`config.mk`:
```
export PLATFORM = sky130hd
export DESIGN_NAME = card_deal_controller
export DESIGN_NICKNAME = d
export VERILOG_FILES = /design/src/rtl/card_deal_controller.sv
export SDC_FILE = /design/constraint.sdc
export NUM_CORES = 1
export LEC_CHECK = 0
export CORE_ASPECT_RATIO = 0.8
export CORE_UTILIZATION = 68
export DETAILED_ROUTE_END_ITERATION = 16
export DONT_BUFFER_PORTS = 1
export GPL_TIMING_DRIVEN = 0
export PLACE_DENSITY = 0.84
export SLEW_MARGIN = 10
export SYNTH_ARGS = -nofsm -noshare
export SYNTH_HDL_FRONTEND = slang
export SYNTH_SLANG_ARGS = --single-unit
```
`constraint.sdc`:
```
create_clock -name i_clk -period 8.7 [get_ports i_clk]
set_input_delay 0.435 -clock i_clk [delete_from_list [all_inputs] [get_ports i_clk]]
set_output_delay 0.435 -clock i_clk [all_outputs]
set_load 0.02 [all_outputs]
```
`src/rtl/card_deal_controller.sv`:
```
// Deals unique cards from a DECK_SIZE deck: round-robin player/dealer arbitration,
// one RNG sample per deal, linear probing over a used-card bitmap.
module card_deal_controller #(
    parameter int DECK_SIZE = 52,
    parameter int RNG_WIDTH = 6
) (
    input  logic                 i_clk,
    input  logic                 i_reset,
    input  logic [1:0]           i_req,
    input  logic                 i_shuffle,
    input  logic [RNG_WIDTH-1:0] i_rng_value,
    output logic [RNG_WIDTH-1:0] o_rng_max,
    output logic [1:0]           o_grant,
    output logic [5:0]           o_card,
    output logic [3:0]           o_rank,
    output logic [1:0]           o_suit,
    output logic                 o_busy,
    output logic                 o_deck_empty,
    output logic [5:0]           o_dealt_count
);

    typedef enum logic [2:0] {IDLE, SAMPLE, CHECK, PROBE, GRANT} state_t;

    localparam logic [5:0] LAST_CARD = 6'(DECK_SIZE - 1);
    localparam logic [5:0] FULL      = 6'(DECK_SIZE);

    state_t               state, state_next;
    logic [DECK_SIZE-1:0] bitmap;
    logic [5:0]           cand, cand_next, count;
    logic [1:0]           winner, pick;
    logic                 last_dealer, pend, shuffle_now, hit, deck_empty;
    logic [1:0]           grant_q, suit_q;
    logic [5:0]           card_q;
    logic [3:0]           rank_q;

    // One subtraction covers RNG values up to 2*DECK_SIZE-1; anything beyond maps to 0.
    function automatic logic [5:0] fold(input logic [RNG_WIDTH-1:0] v);
        logic [31:0] x;
        x = 32'(v);
        if (x >= 32'(DECK_SIZE)) x = x - 32'(DECK_SIZE);
        if (x >= 32'(DECK_SIZE)) x = '0;
        return 6'(x);
    endfunction

    assign deck_empty = (count == FULL);
    assign hit        = !bitmap[cand];

    always_comb begin
        state_next  = state;
        cand_next   = cand;
        pick        = '0;
        shuffle_now = 1'b0;
        case (state)
            IDLE: begin
                if (i_shuffle || pend) begin
                    shuffle_now = 1'b1;
                end else if (i_req != 2'b00 && !deck_empty) begin
                    state_next = SAMPLE;
                    case (i_req)
                        2'b01:   pick = 2'b01;
                        2'b10:   pick = 2'b10;
                        default: pick = last_dealer ? 2'b01 : 2'b10;
                    endcase
                end
            end
            SAMPLE: begin
                cand_next  = fold(i_rng_value);
                state_next = CHECK;
            end
            CHECK, PROBE: begin
                if (hit) begin
                    state_next = GRANT;
                end else begin
                    cand_next  = (cand == LAST_CARD) ? '0 : cand + 6'd1;
                    state_next = PROBE;
                end
            end
            GRANT:   state_next = IDLE;
            default: state_next = IDLE;
        endcase
    end

    always_ff @(posedge i_clk) begin
        if (i_reset) begin
            state       <= IDLE;
            cand        <= '0;
            winner      <= '0;
            bitmap      <= '0;
            count       <= '0;
            pend        <= 1'b0;
            last_dealer <= 1'b1;
            grant_q     <= '0;
            card_q      <= '0;
            rank_q      <= '0;
            suit_q      <= '0;
        end else begin
            state   <= state_next;
            cand    <= cand_next;
            grant_q <= '0;
            card_q  <= '0;
            rank_q  <= '0;
            suit_q  <= '0;
            if (state == IDLE && state_next == SAMPLE) winner <= pick;
            if (shuffle_now) begin
                bitmap <= '0;
                count  <= '0;
                pend   <= 1'b0;
            end else if (i_shuffle && state != IDLE) begin
                pend <= 1'b1;
            end
            // Outputs are loaded on entry to GRANT so they are valid exactly for that cycle.
            if ((state == CHECK || state == PROBE) && hit) begin
                grant_q <= winner;
                card_q  <= cand;
                rank_q  <= 4'(cand % 6'd13) + 4'd1;
                suit_q  <= 2'(cand / 6'd13);
            end
            if (state == GRANT) begin
                bitmap[card_q] <= 1'b1;
                count          <= count + 6'd1;
                last_dealer    <= winner[1];
            end
        end
    end

    assign o_rng_max     = RNG_WIDTH'(DECK_SIZE - 1);
    assign o_grant       = grant_q;
    assign o_card        = card_q;
    assign o_rank        = rank_q;
    assign o_suit        = suit_q;
    assign o_busy        = (state != IDLE);
    assign o_deck_empty  = deck_empty;
    assign o_dealt_count = count;

endmodule

```
==> results.ini <==
[cts]
cts-resized-gates=0
h-tree-depth=3
cts_tree=yes
clk-insertion-delay-late_ps=370
ctsHoldBuffers=0
clock-sinks=85
cts.clk_slew.worst_paths_ps=90
postCtsSetupBuffers=0
clk_path_buf_depth=2
numCtsBuffers=9
root_buffer=clkbuf_8

[route]
route.vias.total=3725
routed_wl_mm=10.9
drt_iter0_markers=307
first_pass_iters=5
wl_per_cell_um=18.7
drcViolationCount=0
routed_via_density=6.40
antenna_left=0

[layout]
multi_input_area_um2=2390
layout-drive-gt1-share_pct=11.4
final_cell_mix=89 x nor2_1, 85 x dfxtp_1, 51 x a22oi_1
nNetsFinal=522
antennaDiodeCount=0
syn2layout_area_growth_pct=7.79
regArea_um2=1700
layout_commonest_cell=nor2_1
n_fill_cell=424

[place]
gp_congestion=0.921
preCtsSetupSlack_ps=3950
portBuffers=0
dpl.hpwl_mm=7.66

[setup_path]
cpPeakStageDelay_ps=500
start_kind=flop
critPathMostFrequentCell=ha_1
end_kind=flop
cp.required_ps=8960
worstPathArrival_ps=5110
crit_family=simple AND/OR/NAND/NOR gates
worstPathMaxFanout=10
crit_chain=buf_2, buf_1, nand2_1, nor3b_1, a21oi_1, ha_1, nand4bb_1, and2_1, a32oi_1, inv_1, ha_1, nand2b_1, nor4b_2, a221oi_2, xnor2_1, ha_1, xor2_1, xnor2_1, nor2_1
crit_slowest_cell=a221oi_2
path_class=reg2reg
cp_num_buf_inv=3

[synth]
netlist_area_um2=4320
synthArstFlopShare_pct=0
ys.flop_type=dfxtp_1
ys_seq_area_share_pct=39.4
syn_avg_cell_area_um2=8.98
yosysWarnings=0
synthCells=481
synth_enable_flop_cells=0
ys_ff_latch=85
ys_types=66

[pwr]
swShare_pct=29.7
ir_drop_mv=0.124
switchingPower_uw=255
pwr-share-comb_pct=17.3
p_leak_nw=1.69
intPower_uw=603
power_frac_clock_pct=35.5
power_uw=858
p_per_area_nw_per_um2=184
p_seq_share_pct=47.2

[die]
core_um2=6010
rows=25
die_width_um=91.1
ios=39
dieArea_um2=6670
start_util_pct=71.9
die_h_um=73.3

[global_routing]
grt_pass1_vias=3516
grt_start_max_net_pins=15
grt.total_usage_pct=34.2
grt_pass1_wl_mm=17.5
grt-ovfl-total=0
antenna_found_initial=0

[timing]
final.min_clock_period_ps=4850
maxSlewViolCount=0
fin_ws_ps=3850
hold_violations=0
finalSetupTns_ps=0
setup_viol=0
tightest_slew_ps=1180
relSlewSlack_pct=20.8
finalCritPeriodShare_pct=55.8
rsz0062_at_grt=false
fmax_mhz=206
fin_worst_skew_ps=10.5

[outcome]
status=finished, final reports clean

[flow_run]
cap_violations=0

[min_path]
min_path_type=in2reg

[worst paths after layout]
kind                         startpoint                     to  slack [ps]  cells past startpoint
setup / recovery   cand[4]$_SDFFE_PP0P_   o_rank[2]$_SDFF_PP0_        3850                     19
hold reg to reg   bitmap[47]$_SDFF_PP0_  bitmap[47]$_SDFF_PP0_         470                      2
hold / removal                i_shuffle      pend$_SDFFE_PP0P_         250                      2
setup reg to reg   cand[4]$_SDFFE_PP0P_   o_rank[2]$_SDFF_PP0_        3850                     19
[power by group through the flow]
stage	Combinational (mW)	Clock, mW	Sequential, mW
5_1_grt	0.162	0.320	0.406
3_3_place_gp	0.142	0	0.413
2_1_floorplan	0.114	0	0.412
4_1_cts	0.146	0.305	0.404
3_5_place_dp	0.145	0	0.413
6_report	0.148	0.305	0.404
[synth_stat cells (all sizes together) (10+ instances only)]
master	count	area (um^2)
buf	15	86.3
nand3	14	70.1
nor2	89	334
inv	17	63.8
nor3	16	85.1
clkbuf	23	86.3
a22oi	51	383
o21ai	10	50.1
ha	15	188
mux4	13	293
a21oi	15	78.8
nand2	21	78.8
dfxtp	85	1700
[state kept, by name, indices dropped and copies added (netlist names), 3 cells and up]
name and cells:
o_dealt_count 6, state 3, bitmap 52, o_rank 4, cand 6, o_card 6
[layer usage]
layer / wire length [um] / GRT usage [%]
met5: 0 / 0
met2: 5080 / 57.2
met3: 897 / 8.90
met1: 4700 / 44.1
met4: 206 / 10.8
[through the flow]
stage               utilization (%)  instance area [um^2]  hold WS (ps)  instances
floorplan                         -                  4330           431        485
global placement               73.8                  4430           437        566
detailed placement             73.8                  4430           459        566
CTS                            77.5                  4650           249        582
global route                   77.5                  4650           277        582
finish                         77.5                  4650           254        582
[area by class of cell]
| type | instances | share of cell area [%] |
|---|---|---|
| Buffer | 38 | 3.71 |
| Clock inverter | 4 | 1.18 |
| Clock buffer | 12 | 3.55 |
| Sequential cell | 85 | 36.6 |
| Inverter | 17 | 1.37 |
| Tap cell | 81 | 2.18 |
| Multi-Input combinational cell | 345 | 51.5 |
[logic make-up (layout without fill, tap and decap cells)]
logic type | after synthesis | in the layout | share of synthesized area [%]
xor+xnor | 5 | 5 | 1.01
flops | 85 | 85 | 39.4
mux | 20 | 20 | 8.43
simple gates | 182 | 182 | 20.3
compound gates | 117 | 117 | 20.8
other cells | 2 | 6 | 0.174
buf+inv | 55 | 71 | 5.48
fa+ha+maj | 15 | 15 | 4.35
No activity file was read; power rests on OpenSTA's default activity.
